[src/rtl/dmem_arbiter_pkg.sv]
// dmem_arbiter_pkg: shared types and width defaults for the data memory arbiter
package dmem_arbiter_pkg;
  localparam int AW_DEF = 8;
  localparam int DW_DEF = 8;
  typedef enum logic {CORE_PRI, HOST_FORCE} arb_mode_t;
  typedef enum logic [1:0] {OWN_NONE, OWN_C, OWN_H} owner_t;
endpackage

[src/rtl/dmem_arbiter_if.sv]
// dmem_arbiter_if: core, host and memory-side signals of the data memory arbiter
interface dmem_arbiter_if import dmem_arbiter_pkg::*; #(parameter int AW = AW_DEF, parameter int DW = DW_DEF);
  logic          c_req, c_we, c_gnt, c_rvalid;
  logic [AW-1:0] c_addr;
  logic [DW-1:0] c_wdata, c_rdata;
  logic          h_req, h_we, h_gnt, h_rvalid;
  logic [AW-1:0] h_addr;
  logic [DW-1:0] h_wdata, h_rdata;
  logic          mem_en, mem_we;
  logic [AW-1:0] mem_addr;
  logic [DW-1:0] mem_wdata, mem_rdata;
  logic [15:0]   conflict_ct;
  modport master (
    output c_req, c_we, c_addr, c_wdata, h_req, h_we, h_addr, h_wdata, mem_rdata,
    input  c_gnt, c_rvalid, c_rdata, h_gnt, h_rvalid, h_rdata,
    input  mem_en, mem_we, mem_addr, mem_wdata, conflict_ct
  );
  modport slave (
    input  c_req, c_we, c_addr, c_wdata, h_req, h_we, h_addr, h_wdata, mem_rdata,
    output c_gnt, c_rvalid, c_rdata, h_gnt, h_rvalid, h_rdata,
    output mem_en, mem_we, mem_addr, mem_wdata, conflict_ct
  );
endinterface

[src/rtl/dmem_arbiter_sat_counter.sv]
// sat_counter: saturating up-counter with synchronous clear and async reset
module sat_counter #(parameter int W = 16) (
  input  logic         clk,
  input  logic         rst,
  input  logic         clr_i,
  input  logic         inc_i,
  output logic [W-1:0] q_o
);
  logic [W-1:0] cnt_q, cnt_d;
  // clear wins over increment; increment stops at all-ones
  always_comb cnt_d = clr_i ? '0 : (inc_i && cnt_q != '1) ? cnt_q + 1'b1 : cnt_q;
  // count register
  always_ff @(posedge clk or posedge rst)
    if (rst) cnt_q <= '0;
    else     cnt_q <= cnt_d;
  assign q_o = cnt_q;
endmodule

[src/rtl/dmem_arbiter.sv]
// dmem_arbiter: core-priority arbiter for a single-port data memory with host starvation guard
module dmem_arbiter import dmem_arbiter_pkg::*; #(
  parameter int STARVE_LIMIT = 4,
  parameter int AW = AW_DEF,
  parameter int DW = DW_DEF
) (
  input logic           CLK,
  input logic           start,
  dmem_arbiter_if.slave bus
);
  arb_mode_t  mode_q, mode_d;
  owner_t     own_q, own_d;
  logic [3:0] starve_q;
  logic       c_gnt, h_gnt, starve_inc, c_rv, h_rv;
  // grant decode: core wins unless the host is being forced through
  always_comb begin
    c_gnt      = bus.c_req && mode_q == CORE_PRI;
    h_gnt      = bus.h_req && !c_gnt;
    starve_inc = bus.h_req && !h_gnt;
    mode_d     = (mode_q == CORE_PRI && starve_q == 4'(STARVE_LIMIT) && starve_inc) ? HOST_FORCE : CORE_PRI;
    own_d      = (c_gnt && !bus.c_we) ? OWN_C : (h_gnt && !bus.h_we) ? OWN_H : OWN_NONE;
  end
  assign bus.c_gnt     = c_gnt;
  assign bus.h_gnt     = h_gnt;
  assign bus.mem_en    = c_gnt || h_gnt;
  assign bus.mem_we    = h_gnt ? bus.h_we : c_gnt && bus.c_we;
  assign bus.mem_addr  = h_gnt ? bus.h_addr : c_gnt ? bus.c_addr : {AW{1'b0}};
  assign bus.mem_wdata = h_gnt ? bus.h_wdata : c_gnt ? bus.c_wdata : {DW{1'b0}};
  // mode and read-owner registers; reset drops any pending read result
  always_ff @(posedge CLK or posedge start)
    if (start) begin
      mode_q <= CORE_PRI;
      own_q  <= OWN_NONE;
    end else begin
      mode_q <= mode_d;
      own_q  <= own_d;
    end
  assign c_rv         = own_q == OWN_C;
  assign h_rv         = own_q == OWN_H;
  assign bus.c_rvalid = c_rv;
  assign bus.h_rvalid = h_rv;
  assign bus.c_rdata  = c_rv ? bus.mem_rdata : {DW{1'b0}};
  assign bus.h_rdata  = h_rv ? bus.mem_rdata : {DW{1'b0}};
  sat_counter #(.W(4)) u_starve (
    .clk(CLK), .rst(start), .clr_i(!starve_inc), .inc_i(starve_inc), .q_o(starve_q)
  );
  sat_counter #(.W(16)) u_conflict (
    .clk(CLK), .rst(start), .clr_i(1'b0), .inc_i(bus.c_req && bus.h_req), .q_o(bus.conflict_ct)
  );
endmodule

[src/flat_wrapper.sv]
// flat-port wrapper written by rule: the top's interface ports become plain ports
module dmem_arbiter_flat import dmem_arbiter_pkg::*;
#(
  parameter int STARVE_LIMIT = 4,
  parameter int AW = AW_DEF,
  parameter int DW = DW_DEF
)
  (CLK, start, bus_c_req, bus_c_we, bus_c_addr, bus_c_wdata, bus_h_req, bus_h_we, bus_h_addr, bus_h_wdata, bus_mem_rdata, bus_c_gnt, bus_c_rvalid, bus_c_rdata, bus_h_gnt, bus_h_rvalid, bus_h_rdata, bus_mem_en, bus_mem_we, bus_mem_addr, bus_mem_wdata, bus_conflict_ct);
  dmem_arbiter_if #(.AW(AW), .DW(DW)) bus_i ();
  input logic CLK;
  input logic start;
  input wire logic [$bits(bus_i.c_req)-1:0] bus_c_req;
  input wire logic [$bits(bus_i.c_we)-1:0] bus_c_we;
  input wire logic [$bits(bus_i.c_addr)-1:0] bus_c_addr;
  input wire logic [$bits(bus_i.c_wdata)-1:0] bus_c_wdata;
  input wire logic [$bits(bus_i.h_req)-1:0] bus_h_req;
  input wire logic [$bits(bus_i.h_we)-1:0] bus_h_we;
  input wire logic [$bits(bus_i.h_addr)-1:0] bus_h_addr;
  input wire logic [$bits(bus_i.h_wdata)-1:0] bus_h_wdata;
  input wire logic [$bits(bus_i.mem_rdata)-1:0] bus_mem_rdata;
  output wire logic [$bits(bus_i.c_gnt)-1:0] bus_c_gnt;
  output wire logic [$bits(bus_i.c_rvalid)-1:0] bus_c_rvalid;
  output wire logic [$bits(bus_i.c_rdata)-1:0] bus_c_rdata;
  output wire logic [$bits(bus_i.h_gnt)-1:0] bus_h_gnt;
  output wire logic [$bits(bus_i.h_rvalid)-1:0] bus_h_rvalid;
  output wire logic [$bits(bus_i.h_rdata)-1:0] bus_h_rdata;
  output wire logic [$bits(bus_i.mem_en)-1:0] bus_mem_en;
  output wire logic [$bits(bus_i.mem_we)-1:0] bus_mem_we;
  output wire logic [$bits(bus_i.mem_addr)-1:0] bus_mem_addr;
  output wire logic [$bits(bus_i.mem_wdata)-1:0] bus_mem_wdata;
  output wire logic [$bits(bus_i.conflict_ct)-1:0] bus_conflict_ct;
  assign bus_i.c_req = bus_c_req;
  assign bus_i.c_we = bus_c_we;
  assign bus_i.c_addr = bus_c_addr;
  assign bus_i.c_wdata = bus_c_wdata;
  assign bus_i.h_req = bus_h_req;
  assign bus_i.h_we = bus_h_we;
  assign bus_i.h_addr = bus_h_addr;
  assign bus_i.h_wdata = bus_h_wdata;
  assign bus_i.mem_rdata = bus_mem_rdata;
  assign bus_c_gnt = bus_i.c_gnt;
  assign bus_c_rvalid = bus_i.c_rvalid;
  assign bus_c_rdata = bus_i.c_rdata;
  assign bus_h_gnt = bus_i.h_gnt;
  assign bus_h_rvalid = bus_i.h_rvalid;
  assign bus_h_rdata = bus_i.h_rdata;
  assign bus_mem_en = bus_i.mem_en;
  assign bus_mem_we = bus_i.mem_we;
  assign bus_mem_addr = bus_i.mem_addr;
  assign bus_mem_wdata = bus_i.mem_wdata;
  assign bus_conflict_ct = bus_i.conflict_ct;
  dmem_arbiter #(.STARVE_LIMIT(STARVE_LIMIT), .AW(AW), .DW(DW)) u_core (.CLK(CLK), .start(start), .bus(bus_i));
endmodule
[config.mk]
export PLATFORM = sky130hd
export DESIGN_NAME = dmem_arbiter_flat
export DESIGN_NICKNAME = d
export VERILOG_FILES = /design/src/rtl/dmem_arbiter_pkg.sv /design/src/rtl/dmem_arbiter_if.sv /design/src/rtl/dmem_arbiter_sat_counter.sv /design/src/rtl/dmem_arbiter.sv /design/src/flat_wrapper.sv
export SDC_FILE = /design/constraint.sdc
export NUM_CORES = 1
export LEC_CHECK = 0
export CORE_ASPECT_RATIO = 1.5
export CORE_UTILIZATION = 30
export CTS_CLUSTER_DIAMETER = 50
export DETAILED_ROUTE_END_ITERATION = 16
export PLACE_DENSITY = 0.72
export SLEW_MARGIN = 10
export SYNTH_ARGS = -nofsm -noshare
export SYNTH_HDL_FRONTEND = slang
export SYNTH_SLANG_ARGS = --single-unit
[constraint.sdc]
create_clock -name CLK -period 1.7 [get_ports CLK]
set_input_delay 0.34 -clock CLK [delete_from_list [all_inputs] [get_ports CLK]]
set_output_delay 0.34 -clock CLK [all_outputs]
set_load 0.02 [all_outputs]
# Word-level counts from Yosys, hierarchy flattened

Index checks and enable logic that the tools add are counted.

Register bits after elaboration: 23
Input bits: 46
Output and inout port bits: 54
Word-level logic and storage cells: 41

Add/sub/neg operators: 2
Equal/unequal tests: 6
Mux-type cells: 12
Bitwise gates (word level): 1
Reduce and logical (&&, ||, !) cells: 16

Operators by type and width:

| kind                    | count |
|---|---|
| $mux W8                 | 6 |
| $add A16 B1 Y16 const B | 1 |
| $ne A16 B16 Y1 const B  | 1 |
| $logic_and A1 B1 Y1     | 11 |
| $mux W4                 | 2 |
| $add A4 B1 Y4 const B   | 1 |
| $eq A4 B3 Y1 const B    | 1 |
| $logic_not A1 Y1        | 4 |
| $mux W2                 | 2 |
| $ne A4 B4 Y1 const B    | 1 |
| $eq A2 B1 Y1 const B    | 1 |
| $eq A2 B2 Y1 const B    | 1 |
| $mux W1                 | 2 |
| $ne A2 B1 Y1 const B    | 1 |
| $logic_or A1 B1 Y1      | 1 |
| $not A1 Y1              | 1 |

# Depth between registers and ports, before layout

Word-level depth: 9
Mapped depth: 5
Gate-level depth less buffers: 5

# Modules after synthesis

Synthesis repeated with hierarchy kept, for this count alone.

Cell total of the unflattened synthesis: 213
Area total of the unflattened synthesis: 1848.0 µm²

Modules (own cells, without submodules):

| module                          | times used | cells each | area an instance (µm²) | sequential area each (µm²) |
|---|---|---|---|---|
| sat_counter (u_core.u_conflict) | 1          | 99         | 943.4                  | 400.4 |
| dmem_arbiter                    | 1          | 93         | 671.9                  | 75.1 |
| sat_counter (u_core.u_starve)   | 1          | 21         | 232.7                  | 100.1 |

# Worst setup path before layout

OpenSTA, ideal clock, no wires.

Path type: reg-to-reg
Start point: reg u_core.u_conflict.cnt_q[0] (netlist: u_core.u_conflict.q_o[0])
End point: reg u_core.u_conflict.cnt_q[1] (netlist: u_core.u_conflict.q_o[1])
Setup time: 128 ps
Arrival: 1622 ps
Data required time: 1572 ps
Path slack: -49 ps
Stages on the path, launching flop included: 6
Buffers on the path: 0
Period minus slack after synthesis: 1749 ps
Cell sequence: dfrtp_1 > ha_1 > nand3_1 > nor4_4 > nor2_2 > mux2_1

Longest elaborated chain between the ends: 2
Elaborated cells between the ends (all ways): 3
Classes of those cells: add/sub (1); eq/ne (1); reduce/logical (1)

Ends and longest elaborated chain:

| what                                                                    | line                           | text |
|---|---|---|
| start: declaration                                                      | dmem_arbiter_sat_counter.sv:9  | `logic [W-1:0] cnt_q, cnt_d;` |
| start signal: assignment                                                | dmem_arbiter_sat_counter.sv:15 | `else cnt_q <= cnt_d;` |
| parallel branches: the longest is 2 deep, another holds $add A16 B1 Y16 | -                              |  |

Parallel ways; which one is timed is not known.
A chain may end at the register's enable or synchronous reset.

# Worst setup path after layout

Start point: reg u_core.mode_q
End point: out bus_mem_addr[1]

Longest elaborated chain between the ends: 5
Elaborated cells between the ends (all ways): 6
Classes of those cells: mux (2); bitwise (1); reduce/logical (3)

Ends and longest elaborated chain:

| what                     | line               | text |
|---|---|---|
| start: declaration       | dmem_arbiter.sv:11 | `arb_mode_t mode_q, mode_d;` |
| start signal: assignment | dmem_arbiter.sv:35 | `mode_q <= mode_d;` |
| $not A1 Y1 *             | dmem_arbiter.sv:17 | `c_gnt = bus.c_req && mode_q == CORE_PRI;` |
| $logic_and A1 B1 Y1 *    | dmem_arbiter.sv:17 |  |
| $logic_not A1 Y1         | dmem_arbiter.sv:18 | `h_gnt = bus.h_req && !c_gnt;` |
| $logic_and A1 B1 Y1      | dmem_arbiter.sv:18 |  |
| $mux W8 *                | dmem_arbiter.sv:27 | `assign bus.mem_addr = h_gnt ? bus.h_addr : c_gnt ? bus.c_addr : {AW{1'b0}};` |
| end: declaration         | flat_wrapper.sv:29 | `output wire logic [$bits(bus_i.mem_addr)-1:0] bus_mem_addr;` |

Every way passes the cells marked *; elsewhere a longest branch is shown, timed or not.

==> flow_summary.yaml <==
status:
  status: "completed"
setup_path:
  cpMostUsedCell: "nand2_2"
  slowest_delay_ps: 370
  critPathKind: "flip-flop to output port"
  worst_path_max_delay_cell: "dfrtp_1"
  critical_path.cell_chain: "nand2b_4 > clkinv_4 > bufbuf_16 > nand2_2 > nand2_2 > buf_6"
  cp-start-kind: "flip-flop"
  cp_data_arrival_time_ps: 1350
  end_kind: "output port"
  worstPathRequired_ps: 1360
  path_max_fanout: 9
placement:
  io_buffers: 99
  placed_area_um2: 2760
  placedCellCount: 364
  dp.final_hpwl_um: 3600
  place_congestion: 0.749
power_and_ir_drop:
  ir_worst_vdd_uv: 724
  powerDensity_nw_per_um2: 678
  p_leak_nw: 1.47
clock_tree:
  ctsHtreeMaxLevel: 1
  cts_buffers: 3
  cts_tree: "yes"
  cts.clk_slew.worst_paths_ps: 70
  clock_latency_ps: 260
  clock_sinks: 23
  cts_root_buffer: "clkbuf_8"
  clockBufferDepth: 2
  cts_hold_buf: 0
global_routing:
  grt_pass1_wl_um: 7440
  grt_max_degree: 24
  grt_pass1_vias: 1613
  track_usage: 0.185
  antenna_found_initial: 0
  overflow: 0
routing:
  wl_met3_um: 261
  drcViolationCount: 0
  initialDrtViolationCount: 26
  antenna_left: 0
  num_vias: 1772
  routedWlPerCell_um: 13.4
  route.met2.wl_um: 2700
  viasPerCell: 4.75
  wl_met1_um: 1910
  firstDrtPassIters: 4
  totalWireLength_um: 4990
  maxUsedRoutingLayer: "met4"
logic_synthesis:
  seq_area_frac_synth: 0.383
  postSynth.asyncResetShare: 1.00
  synth_compound_area_frac: 0.0192
  yosys.area_share.adder: 0.0250
  ys.flop_type: "dfrtp_1"
  syn-instance-count: 184
  synth_top_family_by_area: "simple AND/OR/NAND/NOR gates"
  synth-warning-count: 0
  yosysTopAreaCell: "dfrtp_1"
  synthMuxAreaShare: 0.0142
  syn_area_um2: 1500
  avgSynthCellArea_um2: 8.16
  ys_top_cells_by_area: "dfrtp_1, nand2_1, nand3_1, and2_1, xor2_1"
  synth_cell_types: 32
  synth_edf_count: 0
  synth_nets: 233
  synth_xor_area_frac: 0.0758
  synth_seq_cells: 23
  yosys.area_share.simple: 0.455
  yosysTopAreaCellShare: 0.383
flow_run:
  drv_cap: 0
finish:
  drive_gt1_frac: 0.306
  stdcell_count: 373
  nFillCells: 454
  synthToLayoutAreaGrowth_pct: 93.5
  antenna_cells: 0
  fin_nets: 357
  fin_area_um2: 2910
floorplanning:
  dieWidth_um: 59.8
  start_util: 0.312
  die_area_um2: 5300
  die_h_um: 88.6
  core_area_um2: 4810
  std_cell_rows: 31
  io_pins: 100
timing:
  fmax_ghz: 0.593
  min_period_ps: 1690
  worstMarginPinSlew_ps: 296
  slew_violations: 0
  clock_skew_ps: 2.39
  setup_viol: 0
  min_period_over_period: 0.991
  rsz0062_at_grt: "true"
  slew_headroom: 0.801
  hold_viol_final: 0
hold_path:
  min_path_type: "primary input to async pin"
-- cell type report --
class | instances | area, um2 | area share
timing repair buffer | 126 | 1210 | 0.417
multi-input combinational | 150 | 968 | 0.333
sequential | 23 | 578 | 0.199
tap | 66 | 82.6 | 0.0284
clock buffer | 4 | 45.0 | 0.0155
inverter | 4 | 20.0 | 0.00689
-- metrics by stage --
stage	util	TNS (ps)	hold slack (ps)	power (mW)	setup slack (ps)
2_1_floorplan	-	0	342	1.16	7.09
3_3_place_gp	0.574	-15180	481	1.64	-522
3_5_place_dp	0.574	-16010	485	1.65	-545
4_1_cts	0.593	0	450	1.95	0.151
5_1_grt	0.604	-497	470	2.11	-55.3
6_report	0.604	0	436	1.97	14.7
-- worst paths after layout --
| path | start | end | slack [ps] | cells past startpoint |
|---|---|---|---|---|
| min in group CLK | u_core.u_conflict.q_o[15] | u_core.u_conflict.q_o[15] | 490 | 1 |
| setup / recovery | u_core.mode_q | bus_mem_addr[1] | 10 | 6 |
| max in group asynchronous | start | u_core.u_conflict.q_o[0] | 1020 | 3 |
| hold / removal | start | u_core.own_q[0] | 440 | 3 |
| hold reg to reg | u_core.u_conflict.q_o[15] | u_core.u_conflict.q_o[15] | 490 | 1 |
| setup reg to reg | u_core.u_conflict.q_o[1] | u_core.u_conflict.q_o[1] | 90 | 6 |
-- registers in the layout (all words and copies together), names as in the netlist --
signal and flops:
u_core.u_conflict.q_o 16, u_core.own_q 2, u_core.mode_q 1, u_core.u_starve.q_o 4
-- report_power, final --
group	internal (mW)	switching [mW]	leakage, nW
Combinational	0.440	0.413	1.15
Clock	0.167	0.157	0.0228
Sequential	0.637	0.154	0.298
Total	1.24	0.724	1.47
-- critical path, delay by kind of cell (launching register included) --
family	cells	cell delay [ps]
buffers and inverters	3	430
flip-flops	1	370
AND/OR/NAND/NOR	3	280
-- per-layer routing --
| metal | global-route usage | vias to the layer above |
|---|---|---|
| met1 | 0.227 | 835 |
| met2 | 0.313 | 56 |
| met5 | 0 | - |
| li1 | - | 871 |
| met4 | 0.0803 | 0 |
| met3 | 0.0307 | 10 |
-- synth_stat cells, drive strengths merged (2+ instances only) --
cell    number
nor4         7
nand3       24
xnor2        2
and2        18
o21ai        2
nand4        6
nor2b        3
nor2         8
and3         2
xor2        11
dfrtp       23
clkbuf       6
nor3         9
nand2       45
inv          3
nand2b       2
ha           3
-- cell families (layout without fill, tap and decap cells) --
| logic type | after synthesis | after routing |
|---|---|---|
| flip-flops | 23 | 23 |
| XOR/XNOR | 13 | 13 |
| buffers and inverters | 11 | 134 |
| AO/OA/AOI/OAI | 5 | 5 |
| AND/OR/NAND/NOR | 127 | 127 |
| multiplexers | 2 | 2 |
| adder cells (fa/ha/maj) | 3 | 3 |
-- timing repair --
item,4_1_cts,5_1_grt
pin swaps,1,7
cloned,3,0
endpoints found under the setup margin,52,38
setup buffers,3,1
endpoints found under the hold margin,0,0
resized for setup,137,64
-- cells in the final DEF (no fill, tap or decap), types with 2 or more instances in the layout --
| master | synthesis | final |
|---|---|---|
| clkbuf_2 | 0 | 17 |
| inv_1 | 3 | 3 |
| dlygate4sd2_1 | 0 | 14 |
| nand2_2 | 1 | 7 |
| nand2_4 | 0 | 2 |
| and2_1 | 18 | 17 |
| buf_6 | 0 | 18 |
| nor4_2 | 1 | 2 |
| ha_1 | 3 | 2 |
| nand2_1 | 44 | 36 |
| and3_1 | 2 | 2 |
| clkdlybuf4s50_1 | 0 | 46 |
| nand4_1 | 4 | 4 |
| xnor2_1 | 2 | 2 |
| xor2_1 | 11 | 11 |
| nor4_1 | 5 | 4 |
| bufbuf_16 | 0 | 2 |
| o21ai_0 | 2 | 2 |
| nand3_1 | 24 | 19 |
| buf_4 | 0 | 22 |
| nor3_1 | 9 | 9 |
| nor2_1 | 7 | 7 |
| nand4_4 | 2 | 2 |
| dfrtp_1 | 23 | 21 |
| nor2b_1 | 3 | 3 |
| clkbuf_8 | 0 | 3 |
| dfrtp_2 | 0 | 2 |
| nand3_2 | 0 | 5 |
| buf_12 | 0 | 2 |
| dlymetal6s2s_1 | 0 | 3 |
No activity file was read; power rests on OpenSTA's default activity.
